==> src/rtl/mem_port_arbiter.sv <==
// Shares one single-ported, variable-latency memory between instruction fetch and
// data access. Data is served first, and the pipeline stalls until both accesses finish.
module mem_port_arbiter #(
    parameter int ADDR_W = 32,
    parameter int DATA_W = 32
) (
    input  logic              clk_i,
    input  logic              rst_i,
    input  logic              if_req_i,
    input  logic [ADDR_W-1:0] if_addr_i,
    output logic [DATA_W-1:0] if_data_o,
    input  logic              dm_read_i,
    input  logic              dm_write_i,
    input  logic [ADDR_W-1:0] dm_addr_i,
    input  logic [DATA_W-1:0] dm_wdata_i,
    output logic [DATA_W-1:0] dm_rdata_o,
    output logic              mem_req_o,
    output logic              mem_we_o,
    output logic [ADDR_W-1:0] mem_addr_o,
    output logic [DATA_W-1:0] mem_wdata_o,
    input  logic [DATA_W-1:0] mem_rdata_i,
    input  logic              mem_ack_i,
    output logic              stall_o,
    output logic [31:0]       stall_cnt_o
);

    typedef enum logic [1:0] {IDLE, BUSY_D, BUSY_I} state_t;

    state_t      state;
    logic        d_done;
    logic        i_done;
    logic        need_d;
    logic        need_i;
    logic [31:0] stall_cnt;

    function automatic logic [31:0] sat_inc(input logic [31:0] v);
        return (v == 32'hFFFF_FFFF) ? v : v + 32'd1;
    endfunction

    // Done flags remember which accesses of the current step have finished.
    assign need_d      = (dm_read_i | dm_write_i) & ~d_done;
    assign need_i      = if_req_i & ~i_done;
    assign stall_o     = need_d | need_i | (state != IDLE);
    assign stall_cnt_o = stall_cnt;

    always_ff @(posedge clk_i) begin
        if (rst_i) begin
            state       <= IDLE;
            d_done      <= 1'b0;
            i_done      <= 1'b0;
            mem_req_o   <= 1'b0;
            mem_we_o    <= 1'b0;
            mem_addr_o  <= '0;
            mem_wdata_o <= '0;
            if_data_o   <= '0;
            dm_rdata_o  <= '0;
            stall_cnt   <= 32'd0;
        end else begin
            if (stall_o) begin
                stall_cnt <= sat_inc(stall_cnt);
            end else begin
                d_done <= 1'b0;
                i_done <= 1'b0;
            end

            case (state)
                IDLE: begin
                    if (need_d) begin
                        state       <= BUSY_D;
                        mem_req_o   <= 1'b1;
                        mem_we_o    <= dm_write_i;
                        mem_addr_o  <= dm_addr_i;
                        mem_wdata_o <= dm_wdata_i;
                    end else if (need_i) begin
                        state      <= BUSY_I;
                        mem_req_o  <= 1'b1;
                        mem_we_o   <= 1'b0;
                        mem_addr_o <= if_addr_i;
                    end
                end
                BUSY_D: begin
                    if (mem_ack_i) begin
                        state     <= IDLE;
                        mem_req_o <= 1'b0;
                        d_done    <= 1'b1;
                        if (!mem_we_o) begin
                            dm_rdata_o <= mem_rdata_i;
                        end
                    end
                end
                BUSY_I: begin
                    if (mem_ack_i) begin
                        state     <= IDLE;
                        mem_req_o <= 1'b0;
                        i_done    <= 1'b1;
                        if_data_o <= mem_rdata_i;
                    end
                end
                default: begin
                    state     <= IDLE;
                    mem_req_o <= 1'b0;
                end
            endcase
        end
    end

endmodule

==> config.mk <==
export PLATFORM = sky130hd
export DESIGN_NAME = mem_port_arbiter
export DESIGN_NICKNAME = d
export VERILOG_FILES = /design/src/rtl/mem_port_arbiter.sv
export SDC_FILE = /design/constraint.sdc
export NUM_CORES = 1
export LEC_CHECK = 0
export BUFFER_PORTS_ARGS = -buffer_cell sky130_fd_sc_hd__buf_2
export CORE_UTILIZATION = 40
export DETAILED_ROUTE_END_ITERATION = 10
export PLACE_DENSITY = 0.7
export REMOVE_ABC_BUFFERS = 1
export SYNTH_ARGS = -nofsm -noshare
export SYNTH_HDL_FRONTEND = slang
export SYNTH_SLANG_ARGS = --single-unit
==> constraint.sdc <==
create_clock -name clk_i -period 5.6 [get_ports clk_i]
set_input_delay 1.12 -clock clk_i [delete_from_list [all_inputs] [get_ports clk_i]]
set_output_delay 1.12 -clock clk_i [all_outputs]
set_load 0.02 [all_outputs]
==> qor.yml <==
outcome:
  outcome: "finished, final reports clean"
timing:
  fmax_ghz: 0.302
  finalWorstSetupSlack_ps: 2290
  drv_slew: 0
  fin_crit_sh_pct: 59.0
  period_needed_ps: 3310
  setup_viol: 0
  finClkSkew_ps: 12.9
  setup_tns_ps: 0
  relSlewSlack_pct: 29.8
  hold_violations: 0
  fin_worst_hold_slack_ps: 451
  worst_slew_pin_slew_ps: 1050
  rsz0062_at_grt: "no"
critical_path:
  worstPathMaxFanout: 11
  crit_family: "buffers and inverters"
  cp.depth: 5
  worstReg2RegStart: "state[0]"
  crit_start: "dm_write_i"
  crit_top_cell: "buf_2"
  crit_path_cell_trace: "buf_2 > o21bai_4 > and3_1 > inv_1 > buf_2"
  slowest_delay_ps: 290
  crit_path_end_kind: "output pin"
  crit_slowest_cell: "and3_1"
  cp.buffers_inverters: 3
  start_kind: "primary input"
  arrival_ps: 2190
  cp.required_ps: 4480
  crit_type: "primary input to output pin"
  reg2reg_depth: 7
die:
  die-area_um2: 16900
  die-height_um: 130
  coreArea_um2: 15900
  die_w_um: 130
  fp-row-count: 46
  io-pin-count: 297
  initial_utilization_pct: 41.2
cts:
  worst_skew_pair.late_latency_ps: 420
  clock-root-buffer: "clkbuf_16"
  cts_setup_buffers: 0
  cts-resized-gates: 0
  clock_sinks: 166
  numCtsBuffers: 17
  cts_max_level: 4
  cts_buffer_depth: 2
  clk_pin_slew_worst_paths_ps: 60
  ctsHoldBuffers: 0
  cts_tree: "yes"
finish:
  final_common_cell: "buf_2"
  nFillCells: 1540
  multiInputGateArea_um2: 3010
  design_area_um2: 8870
  utilization_pct: 55.7
  nets: 1241
  finalNonFillerCells: 1333
  mostFrequentLayoutCells: "buf_2, nand2_1, dfxtp_1"
  area_growth_pct: 35.0
  regArea_um2: 3320
  drive_gt1_share_pct: 31.3
synthesis:
  synth_top_cell_by_area: "dfxtp_1"
  syn_inst: 838
  synth_area_leaders: "dfxtp_1, nand2_1, a21oi_1"
  synth_adder_area_share_pct: 0.761
  ys_warn_count: 0
  syn_area_um2: 6570
  synth_ff_type: "dfxtp_1"
  synth_edf_count: 0
  synth_top_family_by_area: "simple AND/OR/NAND/NOR gates"
  synthArstFlopShare_pct: 0
  yosys.area_share.simple_pct: 26.5
  synth_top_area_share_pct: 50.6
  synth_cell_types: 40
  synth_compound_area_share_pct: 17.6
  synth-seq-area-share_pct: 50.6
  synth.ff_latch_count: 166
  synth.area.mux_share_pct: 0.495
  syn_area_per_cell_um2: 7.84
  synthXorXnorAreaFrac_pct: 0.133
grt:
  grt_max_degree: 74
  grt.total_usage_pct: 21.5
  grt_pass1_wl_mm: 28.5
  grt_overflow: 0
  grt_pass1_vias: 5765
  grt_antenna_before_repair: 0
drt:
  drc: 0
  drtAntennaViolNets: 0
  firstDrtPassIters: 4
  drt-total-wl_mm: 19.0
  num_vias: 6711
  wire_per_inst_um: 14.3
  drt_iter0_drc: 374
  vias_per_cell: 5.03
power_and_ir_drop:
  combPwrFrac_pct: 20.1
  power_frac_seq_pct: 40.3
  power.leakage_nw: 3.96
  intPower_mw: 2.36
  power.total_mw: 3.36
  ir_drop_mv: 0.199
  clock_power_share_pct: 39.5
  powerDensity_nw_per_um2: 379
  swShare_pct: 29.8
  switching_power_mw: 1.00
place:
  gp_congestion: 0.787
  dp_cells: 1300
  placed_cell_area_um2: 8190
  place_ws_ps: 2290
  numPortBuffers: 296
  dp_hpwl_mm: 13.1
worst_hold_path:
  hp-class: "flop to flop"
  worstHoldStart: "dm_rdata_o[5]"
  holdPathStages: 2
flow_run:
  maxCapViolations: 0
## cell type report
cell class / instances / area share [%]
clock buffer: 20 / 5.26
clock inverter: 12 / 2.41
timing repair buffer: 307 / 17.7
tap: 216 / 3.05
antenna: 1 / 0.0282
multi-input combinational: 606 / 33.9
sequential: 166 / 37.5
inverter: 5 / 0.212
## worst register-to-register path, cell delays in order (launching register included)
cell     delay [ps]
dfxtp_1         360
inv_1            70
ha_1            260
and3_1          240
inv_1           340
nand4_1         410
nor4b_1         400
mux2_2          370
## path summary, 6_finish.rpt
path / slack [ps] / to
setup reg to reg: 3060 / stall_cnt_o[24]
setup / recovery: 2290 / stall_o
hold reg to reg: 450 / dm_rdata_o[5]
hold / removal: 450 / dm_rdata_o[5]
## synthesized netlist by cell type, types with 4 or more instances
cell      number
clkbuf_1      51
or3_1         18
nor2_1        49
nand2_1      275
a21oi_1      126
nand4_1        9
o31ai_1       10
and3_1         4
a311oi_1      33
dfxtp_1      166
ha_1           4
nand2b_1       8
o21ai_0       18
or4_1         10
nand3_1       11
buf_1          6
inv_1          5
## routing by layer
metal	GRT usage, %	vias to the layer above	routed length [um]
li1	-	3397	-
met1	26.0	3038	8050
met2	36.4	254	9190
met3	5.58	22	1460
met4	8.00	0	302
met5	0	-	0
## flip-flops by register name, summed over array words and instances, names as in the netlist
| register | cells |
|---|---|
| d_done | 1 |
| dm_rdata_o | 32 |
| i_done | 1 |
| if_data_o | 32 |
| mem_addr_o | 32 |
| mem_req_o | 1 |
| mem_wdata_o | 32 |
| mem_we_o | 1 |
| stall_cnt_o | 32 |
| state | 2 |
## kinds of logic after synthesis
logic type | after synthesis
AOI/OAI and AO/OA | 195
adders and majority gates | 4
xor gates and xnor gates | 1
and+or+nand+nor | 403
buffers and inverters | 66
DFF | 166
muxes | 3
## power by group through the flow
stage / logic (mW) / clock network, mW / registers [mW]
3_5_place_dp: 0.683 / 0 / 1.38
4_1_cts: 0.684 / 1.35 / 1.36
3_3_place_gp: 0.676 / 0 / 1.38
2_1_floorplan: 0.268 / 0 / 1.52
6_report: 0.677 / 1.33 / 1.36
5_1_grt: 0.745 / 1.41 / 1.37
(Power assumes the default switching activity.)
